File: src/rtl/uart_cfg_core.sv
// Parametrised full-duplex UART: TX engine with valid/ready handshake and RX engine
// with a single holding register plus parity, framing and overrun status.
`timescale 1ns/1ps
module uart_cfg_core #(
  parameter int unsigned CLKS_PER_BIT = 434,
  parameter int unsigned DATA_BITS    = 8,
  parameter int unsigned PARITY       = 0,
  parameter int unsigned STOP_BITS    = 1
) (
  input  logic                 clk,
  input  logic                 rst_n,
  input  logic                 rx,
  output logic                 tx,
  input  logic [DATA_BITS-1:0] tx_data,
  input  logic                 tx_valid,
  output logic                 tx_ready,
  output logic [DATA_BITS-1:0] rx_data,
  output logic                 rx_valid,
  input  logic                 rx_ready,
  output logic                 parity_err,
  output logic                 frame_err,
  output logic                 overrun
);

  localparam int unsigned CNT_W = $clog2(STOP_BITS * CLKS_PER_BIT + 1);
  localparam int unsigned IDX_W = $clog2(DATA_BITS + 1);
  localparam logic [CNT_W-1:0] BIT_LAST  = CNT_W'(CLKS_PER_BIT - 1);
  localparam logic [CNT_W-1:0] HALF_LAST = CNT_W'(CLKS_PER_BIT / 2 - 1);
  localparam logic [CNT_W-1:0] STOP_LAST = CNT_W'(STOP_BITS * CLKS_PER_BIT - 1);
  localparam logic [IDX_W-1:0] IDX_LAST  = IDX_W'(DATA_BITS - 1);
  localparam bit HAS_PAR = (PARITY != 0);

  typedef enum logic [2:0] {S_IDLE, S_START, S_DATA, S_PAR, S_STOP} state_t;

  function automatic logic calc_par(input logic [DATA_BITS-1:0] d);
    return (PARITY == 1) ? ~^d : ^d;
  endfunction

  // ---------------- TX engine ----------------
  state_t                tx_state, tx_state_n;
  logic [CNT_W-1:0]      tx_cnt, tx_cnt_n;
  logic [IDX_W-1:0]      tx_idx, tx_idx_n;
  logic [DATA_BITS-1:0]  tx_sh, tx_sh_n;
  logic                  tx_par, tx_par_n;
  logic                  tx_n, tx_ready_n;

  always_ff @(posedge clk or negedge rst_n) begin
    if (!rst_n) begin
      tx_state <= S_IDLE;
      tx_cnt   <= '0;
      tx_idx   <= '0;
      tx_sh    <= '0;
      tx_par   <= 1'b0;
      tx       <= 1'b1;
      tx_ready <= 1'b1;
    end else begin
      tx_state <= tx_state_n;
      tx_cnt   <= tx_cnt_n;
      tx_idx   <= tx_idx_n;
      tx_sh    <= tx_sh_n;
      tx_par   <= tx_par_n;
      tx       <= tx_n;
      tx_ready <= tx_ready_n;
    end
  end

  always_comb begin
    tx_state_n = tx_state;
    tx_cnt_n   = tx_cnt;
    tx_idx_n   = tx_idx;
    tx_sh_n    = tx_sh;
    tx_par_n   = tx_par;
    case (tx_state)
      S_IDLE: if (tx_valid) begin
        tx_state_n = S_START;
        tx_cnt_n   = '0;
        tx_sh_n    = tx_data;
        tx_par_n   = calc_par(tx_data);
      end
      S_START: if (tx_cnt == BIT_LAST) begin
        tx_state_n = S_DATA;
        tx_cnt_n   = '0;
        tx_idx_n   = '0;
      end else tx_cnt_n = tx_cnt + CNT_W'(1);
      S_DATA: if (tx_cnt == BIT_LAST) begin
        tx_cnt_n = '0;
        if (tx_idx == IDX_LAST) tx_state_n = HAS_PAR ? S_PAR : S_STOP;
        else begin
          tx_idx_n = tx_idx + IDX_W'(1);
          tx_sh_n  = tx_sh >> 1;
        end
      end else tx_cnt_n = tx_cnt + CNT_W'(1);
      S_PAR: if (tx_cnt == BIT_LAST) begin
        tx_state_n = S_STOP;
        tx_cnt_n   = '0;
      end else tx_cnt_n = tx_cnt + CNT_W'(1);
      S_STOP: if (tx_cnt == STOP_LAST) begin
        tx_state_n = S_IDLE;
        tx_cnt_n   = '0;
      end else tx_cnt_n = tx_cnt + CNT_W'(1);
      default: tx_state_n = S_IDLE;
    endcase
  end

  // Line level and ready are decoded from the next state so they register with it
  always_comb begin
    tx_n       = 1'b1;
    tx_ready_n = 1'b0;
    case (tx_state_n)
      S_IDLE:  tx_ready_n = 1'b1;
      S_START: tx_n = 1'b0;
      S_DATA:  tx_n = tx_sh_n[0];
      S_PAR:   tx_n = tx_par_n;
      default: tx_n = 1'b1;
    endcase
  end

  // ---------------- RX engine ----------------
  logic                  rx_s1, rx_s2;
  state_t                rx_state, rx_state_n;
  logic [CNT_W-1:0]      rx_cnt, rx_cnt_n;
  logic [IDX_W-1:0]      rx_idx, rx_idx_n;
  logic [DATA_BITS-1:0]  rx_sh, rx_sh_n;
  logic                  rx_pbit, rx_pbit_n;
  logic                  done_c, par_err_c, frame_err_c;

  always_ff @(posedge clk or negedge rst_n) begin
    if (!rst_n) begin
      rx_s1    <= 1'b1;
      rx_s2    <= 1'b1;
      rx_state <= S_IDLE;
      rx_cnt   <= '0;
      rx_idx   <= '0;
      rx_sh    <= '0;
      rx_pbit  <= 1'b0;
    end else begin
      rx_s1    <= rx;
      rx_s2    <= rx_s1;
      rx_state <= rx_state_n;
      rx_cnt   <= rx_cnt_n;
      rx_idx   <= rx_idx_n;
      rx_sh    <= rx_sh_n;
      rx_pbit  <= rx_pbit_n;
    end
  end

  always_comb begin
    rx_state_n = rx_state;
    rx_cnt_n   = rx_cnt;
    rx_idx_n   = rx_idx;
    rx_sh_n    = rx_sh;
    rx_pbit_n  = rx_pbit;
    case (rx_state)
      S_IDLE: if (!rx_s2) begin
        rx_state_n = S_START;
        rx_cnt_n   = '0;
      end
      // Mid-start resample rejects short glitches
      S_START: if (rx_cnt == HALF_LAST) begin
        rx_cnt_n   = '0;
        rx_idx_n   = '0;
        rx_state_n = rx_s2 ? S_IDLE : S_DATA;
      end else rx_cnt_n = rx_cnt + CNT_W'(1);
      S_DATA: if (rx_cnt == BIT_LAST) begin
        rx_cnt_n = '0;
        rx_sh_n  = {rx_s2, rx_sh[DATA_BITS-1:1]};
        if (rx_idx == IDX_LAST) rx_state_n = HAS_PAR ? S_PAR : S_STOP;
        else rx_idx_n = rx_idx + IDX_W'(1);
      end else rx_cnt_n = rx_cnt + CNT_W'(1);
      S_PAR: if (rx_cnt == BIT_LAST) begin
        rx_cnt_n   = '0;
        rx_pbit_n  = rx_s2;
        rx_state_n = S_STOP;
      end else rx_cnt_n = rx_cnt + CNT_W'(1);
      // Frame completes at mid-stop so the next start edge is never missed
      S_STOP: if (rx_cnt == BIT_LAST) begin
        rx_cnt_n   = '0;
        rx_state_n = S_IDLE;
      end else rx_cnt_n = rx_cnt + CNT_W'(1);
      default: rx_state_n = S_IDLE;
    endcase
  end

  always_comb begin
    done_c      = (rx_state == S_STOP) && (rx_cnt == BIT_LAST);
    par_err_c   = HAS_PAR && (rx_pbit != calc_par(rx_sh));
    frame_err_c = ~rx_s2;
  end

  // Single-entry holder: a completed frame is dropped only when the holder stays full
  always_ff @(posedge clk or negedge rst_n) begin
    if (!rst_n) begin
      rx_data    <= '0;
      rx_valid   <= 1'b0;
      parity_err <= 1'b0;
      frame_err  <= 1'b0;
      overrun    <= 1'b0;
    end else if (done_c) begin
      if (!rx_valid || rx_ready) begin
        rx_data    <= rx_sh;
        parity_err <= par_err_c;
        frame_err  <= frame_err_c;
        rx_valid   <= 1'b1;
        overrun    <= 1'b0;
      end else begin
        overrun    <= 1'b1;
      end
    end else if (rx_valid && rx_ready) begin
      rx_valid <= 1'b0;
      overrun  <= 1'b0;
    end
  end

endmodule

File: config.mk
export PLATFORM = sky130hd
export DESIGN_NAME = uart_cfg_core
export DESIGN_NICKNAME = d
export VERILOG_FILES = /design/src/rtl/uart_cfg_core.sv
export SDC_FILE = /design/constraint.sdc
export NUM_CORES = 1
export LEC_CHECK = 0
export ABC_CLOCK_PERIOD_IN_PS = 1700
export CAP_MARGIN = 5
export CORE_UTILIZATION = 52
export CTS_CLUSTER_DIAMETER = 60
export CTS_CLUSTER_SIZE = 10
export DETAILED_ROUTE_END_ITERATION = 16
export GPL_TIMING_DRIVEN = 1
export HOLD_SLACK_MARGIN = 0.12
export PLACE_DENSITY = 0.76
export REMOVE_ABC_BUFFERS = 1
export SLEW_MARGIN = 20
export SYNTH_ARGS = -nofsm -noshare
export SYNTH_HDL_FRONTEND = slang
export SYNTH_SLANG_ARGS = --single-unit
File: constraint.sdc
create_clock -name clk -period 1.7 [get_ports clk]
set_input_delay 0.34 -clock clk [delete_from_list [all_inputs] [get_ports clk]]
set_output_delay 0.34 -clock clk [all_outputs]
set_load 0.005 [all_outputs]
Word level (Yosys, flattened, before mapping)
Index checks and enable logic that the tools add are counted.
- bits in registers: 64
- input port bits: 13
- output and inout bits: 14
- logic and storage cells: 119
- add/sub/neg operators: 4
- eq/ne operators: 28
- muxes and demuxes: 43
- bitwise operators: 1
- reductions and logical operators: 25
- operators by type and width (operator ; number):
    9-bit two-way mux ; 5
    3-bit two-way mux ; 12
    3-bit one-hot mux with 5 select lines ; 2
    9-bit one-hot mux with 3 select lines ; 1
    4-bit two-way mux ; 6
    8-bit two-way mux ; 3
    2-bit inequality test, second input constant ; 11
    9-bit by 1-bit adder with 9-bit output, second input constant ; 2
    3-bit by 2-bit equality test with 1-bit output, second input constant ; 6
    9-bit equality test, second input constant ; 2
    9-bit one-hot mux with 2 select lines ; 1
    4-bit one-hot mux with 2 select lines ; 2
    8-bit one-hot mux with 2 select lines ; 1
    4-bit AND reduction ; 3
    2-bit AND reduction ; 5
    2-bit nonzero test ; 5
    3-bit by 1-bit equality test with 1-bit output, second input constant ; 3
    9-bit by 8-bit equality test with 1-bit output, second input constant ; 1
    3-bit logical NOT ; 3
    4-bit by 1-bit adder with 4-bit output, second input constant ; 2
    4-bit by 3-bit equality test with 1-bit output, second input constant ; 2
    1-bit two-way mux ; 8
    8-bit parity ; 1
    3-bit equality test, second input constant ; 2
    11 further kinds ; 12

Logic depth before layout (Yosys ltp)
Gate-level depths: netlist of run 1.
- depth after elaboration: 6
- gate-level depth with buffers: 8
- mapped depth without buffers: 7

Worst setup path after synthesis of run 1
Ideal clock, no wire load.
- kind: register to register
- start: register tx_cnt[2]
- end: register tx_cnt[5]
- library setup time: 129 ps
- data arrival time: 1752 ps
- data required time: 1571 ps
- slack: -181 ps
- stages on the path, launching flop included: 7
- buffers on the path: 1
- clock period less this slack: 1881 ps
- cells stage by stage: dfrtp_1 or4b_4 o211ai_1 buf_4 nor2_1 o21ai_0 o41ai_1
- word-level cells in the longest chain between the ends: 3
- elaborated cells on any way between the ends: 4
- classes of those cells: 1 x add/sub; 1 x eq/ne; 2 x mux
- RTL lines (element ; line ; RTL):
    from (decl) ; 41 ; logic [CNT_W-1:0] tx_cnt, tx_cnt_n;
    from (signal assigned) ; 58 ; tx_cnt <= tx_cnt_n;
    9-bit by 1-bit adder with 9-bit output or 9-bit equality test (tied branches) ; - ;
    9-bit two-way mux * ; - ;
    9-bit one-hot mux with 2 select lines * ; 73 ; case (tx_state)
Mark *: on every way between the ends. The rest lies on a longest branch, timed or not.
A chain may end at the register's enable or synchronous reset.

Final worst setup path of run 1
- start: register rx_cnt[0]
- end: register rx_cnt[7]
- word-level cells in the longest chain between the ends: 3
- elaborated cells on any way between the ends: 6
- classes of those cells: 1 x add/sub; 2 x eq/ne; 3 x mux
- RTL lines (element ; line ; RTL):
    from (decl) ; 121 ; logic [CNT_W-1:0] rx_cnt, rx_cnt_n;
    from (signal assigned) ; 140 ; rx_cnt <= rx_cnt_n;
    9-bit by 1-bit adder with 9-bit output (tied with other cells) ; - ;
    9-bit two-way mux, on equally long branches ; - ;
    9-bit one-hot mux with 3 select lines * ; 153 ; case (rx_state)
Marks and branches as above.

==> summary.md, run 1 <==
| Metric | Value |
|---|---|
| Status | finished, violations left |
| Failing checks | negative setup slack |
| Vias post-DR | 2,702 |
| Sequential share of the synthesized area | 0.5136 |
| DRT iter0 DRCs | 139 |
| Synth Warn # | 0 |
| Crit Path Class | reg -> reg |
| Max Root-Sink Buffers | 2 |
| Setup crit start kind | flip-flop |
| Fin crit period | 1867 ps |
| Number of inserted diodes | 0 |
| Vias in the first global route | 2,620 |
| Unique masters post-synth | 50 |
| Seq cells post-synth | 64 |
| Placement row count | 27 |
| Drt pass-1 iters | 4 |
| Clock Latency Late Sink | 340 ps |
| Mapped Cells | 302 |
| Routed length on met2 | 3.659 mm |
| Final setup margin | -166.5 ps |
| Crit path from | rx_cnt[0] |
| Setup TNS | -2694 ps |
| Post-synthesis async set-or-reset flop share | 1.000 |
| Final setup violation count | 45 |
| Worst reg2reg startpoint | rx_cnt[0] |
| Final hold violation count | 0 |
| M1 WL | 3.151 mm |
| Die Y-Extent | 79.56 µm |
| Die ar. | 0.006330 mm² |
| Mean Syn Cell Area | 10.36 µm² |
| # H-tree levels | 3 |
| Chip Width | 79.56 µm |
| Critical path buffer and inverter count | 2 |
| CP dominant cell by count | o211ai_1 |
| DR WL/cell | 15.50 µm |
| Core Area | 0.005642 mm² |
| DR DRC count | 0 |
| Gpl congestion | 0.8285 |
| GRT Resource Usage Total | 0.2330 |
| Via/cell ratio | 5.761 |
| Slew Viols, Final | 0 |
| CTS tree | built |
| CTS buffer count | 9 |
| Initial antenna violation count | 0 |
| WHS | 366.6 ps |
| Clock slew seen by the registers of the worst setup and hold paths | 70 ps |
| Post-synth EDFFs | 0 |
| Final antenna-violating net count | 0 |
| Max Cap Violations | 0 |
| Core Util, Final | 0.7740 |
| Wirelength, routed | 7.271 mm |
| Max incr delay on CP | 430 ps |
| CP required | 1910 ps |
| PortBufs | 25 |
| Final HPWL DP | 4.418 mm |
| Clock Sinks | 64 |
| RSZ-0062 raised after global routing | yes |
| CP Depth | 8 |
| Primary FF master, synth | dfrtp_1 |
| Nets | 412 |
| Total gr overflow | 0 |
| CTS root buf | clkbuf_8 |
| Worst path top cell family by delay | compound AO/OA/AOI/OAI gates |
| Highest metal used | met4 |
| CP arrival | 2080 ps |
| CP Capture Type | flip-flop |
| Wire length on met3 | 277 µm |
| P&R area growth vs syn | 39.60% |
| Worst VDD drop | 0.6544 mV |
| Top Ports | 27 |
| Fin crit share | 1.098 |
| Slowest CP cell | dfrtp_1 |
| First-pass GRT wire length | 11.30 mm |
| Clock skew | 8.589 ps |
| Reg-to-reg setup timing slack | -170 ps |
| Share of cells above drive strength 1 | 0.3753 |
| CP Cell Sequence | inv_1 > ha_2 > nand4bb_1 > o211ai_1 > o211ai_1 > buf_4 > a21oi_2 > a31oi_1 |
| Depth of the most critical reg-to-reg path | 8 |
| Worst setup path end | rx_cnt[7] |
| Pleak | 1.978 nW |
| Worst min-delay path class | reg -> reg |
| R2r endpoint | rx_cnt[7] |
| Worst-path maximum fanout | 8 |
| Pwr dens | 811.0 mW/mm² |
| Max Fclk | 535.8 MHz |
| Largest net degree at the start of global routing | 65 |
| Initial Util | 0.5544 |
| Syn Std Cell Area | 0.003128 mm² |
synthesized netlist by cell type (6+ instances only):
library cell / n / area [µm²]
o21ai_0: 25 / 125.1
xnor2_1: 8 / 70.07
nand2b_1: 6 / 37.54
dfrtp_1: 60 / 1501
nor2_1: 25 / 93.84
nand3_1: 13 / 65.06
a22oi_1: 6 / 45.04
nand2_1: 37 / 138.9
a31oi_1: 8 / 50.05
a21oi_1: 10 / 50.05
ha_1: 7 / 87.58
inv_1: 9 / 33.78
mux2_2: 17 / 191.4
and3_1: 6 / 37.54
worst min-delay path by stage:
stage	cells after the start	to	slack (ps)	startpoint
after floorplan	0	frame_err	40	rst_n
after global placement	0	rx_s2	350	rx_s1
after detailed placement	0	rx_s2	350	rx_s1
after CTS	0	rx_s2	370	rx_s1
after global routing	0	rx_s2	380	rx_s1
final	0	rx_s2	370	rx_s1
state kept, by name, indices dropped and copies added (netlist names):
name / flops
rx_sh: 8
frame_err: 1
rx_data: 8
tx_idx: 4
tx_cnt: 9
rx_idx: 4
tx_ready: 1
tx: 1
rx_state: 3
rx_cnt: 9
tx_par: 1
rx_s2: 1
overrun: 1
rx_s1: 1
tx_state: 3
rx_valid: 1
tx_sh: 8
placed cells by master, fill, tap and decap left out, types with 5 or more instances in the layout:
| cell type | instances |
|---|---|
| buf_6 | 11 |
| nand3_1 | 11 |
| a21oi_2 | 6 |
| a31oi_1 | 7 |
| o21ai_0 | 5 |
| clkdlybuf4s50_1 | 22 |
| dfrtp_1 | 59 |
| nand2b_1 | 6 |
| inv_1 | 8 |
| o21ai_1 | 15 |
| clkbuf_8 | 10 |
| buf_4 | 47 |
| nor2_1 | 17 |
| xnor2_1 | 8 |
| nand2_1 | 35 |
| mux2_2 | 15 |
| o21ai_2 | 6 |
| a21oi_1 | 5 |
logic make-up after synthesis:
kind of cell	synth area share
flip-flops	0.5136
buffers and inverters	0.02600
multiplexers	0.06760
adder cells (fa/ha/maj)	0.02800
AO/OA/AOI/OAI	0.1452
other	0.001199
AND/OR/NAND/NOR	0.1904
XOR/XNOR	0.02800
power by group:
group	switching [mW]	total (mW)	internal, mW
Sequential	0.0860	1.75	1.67
Clock	0.618	1.19	0.570
Combinational	0.298	0.602	0.304
worst reg2reg max path, stage by stage (launching register included):
cell and delay, ps:
dfrtp_1 430, inv_1 90, ha_2 160, nand4bb_1 130, o211ai_1 250, o211ai_1 260, buf_4 250, a21oi_2 120
a31oi_1 40
stage by stage:
stage / cells / power [mW] / worst slack (ps) / cell area (µm²)
2_1_floorplan: 293 / 2.029 / -552.2 / 3080
3_3_place_gp: 440 / 2.265 / -129.0 / 3822
3_5_place_dp: 440 / 2.292 / -175.7 / 3822
4_1_cts: 460 / 3.507 / -96.27 / 4091
5_1_grt: 469 / 3.724 / -336.9 / 4367
6_report: 469 / 3.541 / -166.5 / 4367
repair_timing:
action                     in CTS  in global routing
hold buffers                    1                  0
pin swaps                      20                 15
hold endpoints to repair       60                  0
gates resized for setup        33                 50
cloned                          1                  2
buffers inserted                2                  9
setup endpoints to repair      45                 54
per-layer routing:
layer | up-vias | global-route usage
li1 | 1275 | -
met1 | 1342 | 0.2811
met2 | 63 | 0.3923
met3 | 22 | 0.05600
met4 | 0 | 0.1055
met5 | - | 0
area by class of cell:
cell class,instances,area [µm²]
clock buffer,10,137.6
multi-input combinational,220,1654
fill,371,1275
sequential,64,1608
clock inverter,6,43.79
inverter,9,33.78
tap,72,90.09
timing repair buffer,88,799.5
No activity file was read; power rests on OpenSTA's default activity.
==> run 2: changes to the inputs <==
==> constraint.sdc (replaced) <==
create_clock -name clk -period 1.7 [get_ports clk]
set_input_delay 0.51 -clock clk [delete_from_list [all_inputs] [get_ports clk]]
set_output_delay 0.51 -clock clk [all_outputs]
set_load 0.005 [all_outputs]
==> run 2 against run 1 <==
  * The run still ends with negative setup slack left
  * Sequential share of layout area is 0.74 points lower
  * Via count decreased by 0.41%
  * Global-route usage is 1.9 points higher
  * Cell count is 1.5% higher
  * Worst setup slack gained 13 ps
  * Power is 5.0% higher
  * Largest cell class unchanged
==> summary.md, run 2 (synthesized netlist as in run 1, its figures left out) <==
| Metric | Value |
|---|---|
| Status | finished, violations left (unchanged) |
| Failing checks | negative setup slack (unchanged) |
| Clock Latency Late Sink | 340 ps (about the same) |
| Routed length on met2 | 3.877 mm (was 3.659 mm) |
| Share of cells above drive strength 1 | 0.3960 (was 0.3753) |
| Pwr dens | 834.0 mW/mm² (was 811.0 mW/mm²) |
| Total gr overflow | 0 (unchanged) |
| Clock slew seen by the registers of the worst setup and hold paths | 70 ps (about the same) |
| DR WL/cell | 16.04 µm (was 15.50 µm) |
| GRT Resource Usage Total | 0.2524 (was 0.2330) |
| Wirelength, routed | 7.635 mm (was 7.271 mm) |
| R2r endpoint | tx_idx[3] (was rx_cnt[7]) |
| Top flop regs | rx_cnt: 9 flops, tx_cnt: 9 flops (unchanged) |
| Most frequent cells in the layout | dfrtp_1, buf_4, nand2_1, nor2_1, mux2_2 (was dfrtp_1, buf_4, nand2_1, clkdlybuf4s50_1, nor2_1) |
| Pleak | 2.188 nW (was 1.978 nW) |
| Chip Width | 79.56 µm (unchanged) |
| Fin crit share | 1.091 (was 1.098) |
| Crit Path Class | reg -> reg (unchanged) |
| Final antenna-violating net count | 0 (unchanged) |
| WHS | 171.4 ps (was 366.6 ps) |
| Drt pass-1 iters | 4 (unchanged) |
| Depth of the most critical reg-to-reg path | 6 (was 8) |
| Wire length on met3 | 256 µm (was 277 µm) |
| Worst min-delay path class | in -> async (was reg -> reg) |
| Initial antenna violation count | 0 (unchanged) |
| Die Y-Extent | 79.56 µm (unchanged) |
| Commonest non-fill, non-tap cell in the layout | dfrtp_1 (unchanged) |
| CP required | 1970 ps (was 1910 ps) |
| # H-tree levels | 3 (unchanged) |
| Final HPWL DP | 4.521 mm (was 4.418 mm) |
| Fin crit period | 1854 ps (was 1867 ps) |
| Nets | 419 (was 412) |
| CTS buffer count | 9 (unchanged) |
| Reg-to-reg setup timing slack | -150 ps (was -170 ps) |
| Placement row count | 27 (unchanged) |
| Top Ports | 27 (unchanged) |
| Non-Filler Instances | 476 (was 469) |
| First-pass GRT wire length | 12.25 mm (was 11.30 mm) |
| Worst VDD drop | 0.6955 mV (was 0.6544 mV) |
| Fin area | 0.004459 mm² (was 0.004367 mm²) |
| Final setup margin | -153.9 ps (was -166.5 ps) |
| Max Cap Violations | 0 (unchanged) |
| P&R area growth vs syn | 42.56% (was 39.60%) |
| Die ar. | 0.006330 mm² (unchanged) |
| Core Area | 0.005642 mm² (unchanged) |
| Dpl cell area | 0.003822 mm² (unchanged) |
| Initial Util | 0.5544 (unchanged) |
| RSZ-0062 raised after global routing | yes (unchanged) |
| Setup crit start kind | flip-flop (unchanged) |
| Highest metal used | met4 (unchanged) |
| Placed cell count | 440 (unchanged) |
| M1 WL | 3.389 mm (was 3.151 mm) |
| DR DRC count | 0 (unchanged) |
| Max Fclk | 539.4 MHz (was 535.8 MHz) |
| Gpl congestion | 0.8465 (was 0.8285) |
| Core Util, Final | 0.7904 (was 0.7740) |
| Via/cell ratio | 5.653 (was 5.761) |
| Register area | 0.001609 mm² (was 0.001608 mm²) |
| Worst-path maximum fanout | 6 (was 8) |
| DRT iter0 DRCs | 132 (was 139) |
| Max Root-Sink Buffers | 2 (unchanged) |
| PortBufs | 25 (unchanged) |
| Final setup violation count | 41 (was 45) |
| CTS root buf | clkbuf_8 (unchanged) |
| Vias in the first global route | 2,651 (was 2,620) |
| Clock skew | 4.711 ps (was 8.589 ps) |
| Worst reg2reg startpoint | tx_cnt[2] (was rx_cnt[0]) |
| Fillers | 352 (was 371) |
| Final hold violation count | 0 (unchanged) |
| CTS tree | built (unchanged) |
| Largest net degree at the start of global routing | 65 (unchanged) |
| CP arrival | 2120 ps (was 2080 ps) |
| Number of inserted diodes | 0 (unchanged) |
| Area of the multi-input gates | 0.001655 mm² (was 0.001654 mm²) |
| CP Capture Type | flip-flop (unchanged) |
| Slew Viols, Final | 0 (unchanged) |
| Clock Sinks | 64 (unchanged) |
| Vias post-DR | 2,691 (was 2,702) |
## run 2: changes by cell type in the layout (fill, tap and decap cells not counted), sizes merged, moves of 2 or more
cell	before	now
clkdlybuf4s50	22	11
buf	62	70
dlymetal6s2s	0	6
dlygate4sd2	2	7
clkinvlp	4	0
clkbuf	11	13
## run 2: metrics by stage
| stage | total power, mW | setup slack (ps) | setup TNS (ps) |
|---|---|---|---|
| final | 3.719 | -153.9 | -2994 |
| after global routing | 3.881 | -218.4 | -6889 |
| after CTS | 3.665 | -103.2 | -1503 |
| after detailed placement | 2.299 | -238.6 | -5279 |
| after global placement | 2.266 | -166.0 | -3184 |
| after floorplan | 2.029 | -552.2 | -10350 |
## run 2: repair_timing
action | in CTS | in global routing
hold buffers | 0 | 0
setup buffers | 11 | 5
endpoints found under the hold margin | 0 | 0
cloned | 3 | 1
pin swaps | 27 | 6
gates resized for setup | 53 | 52
setup endpoints to repair | 55 | 63
## run 2: routing by layer
layer,global-route usage,vias to the layer above
met5,0,-
met1,0.3269,1336
met4,0.06000,0
li1,-,1283
met2,0.4239,60
met3,0.06171,12
## run 2: final cells by class
class | instances | share of cell area
timing repair buffer | 95 | 0.1956
multi-input combinational | 220 | 0.3712
inverter | 9 | 0.007576
sequential | 64 | 0.3608
tap | 72 | 0.02020
clock buffer | 13 | 0.03563
clock inverter | 3 | 0.008979
## run 2: worst max-delay path, stage by stage, from the launching register on
cell	delay, ps
dfrtp_1	400
or4b_4	580
buf_6	150
nor2_4	100
nand3_2	100
or3_4	340
a21oi_2	120
## run 2: worst max path at each step
stage                startpoint         to  slack [ps]
floorplan           tx_state[2]   tx_sh[1]        -550
global placement       tx_valid  tx_cnt[5]        -170
detailed placement     tx_valid  tx_cnt[3]        -240
CTS                   tx_cnt[3]  tx_idx[3]        -100
global route          tx_cnt[3]  tx_idx[3]        -220
finish                tx_cnt[2]  tx_idx[3]        -150
## run 2: report_power, final
group          total [mW]  switching (mW)  internal (mW)
sequential           1.76          0.0927           1.67
combinational       0.634           0.313          0.321
clock                1.33           0.571          0.754
==> run 3: changes to the inputs <==
==> constraint.sdc (replaced) <==
create_clock -name clk -period 1.7 [get_ports clk]
set_input_delay 0.34 -clock clk [delete_from_list [all_inputs] [get_ports clk]]
set_output_delay 0.34 -clock clk [all_outputs]
set_load 0.005 [all_outputs]
==> results of run 3 <==
Same layout as run 1: the final DEF is identical, and so are final timing and power.
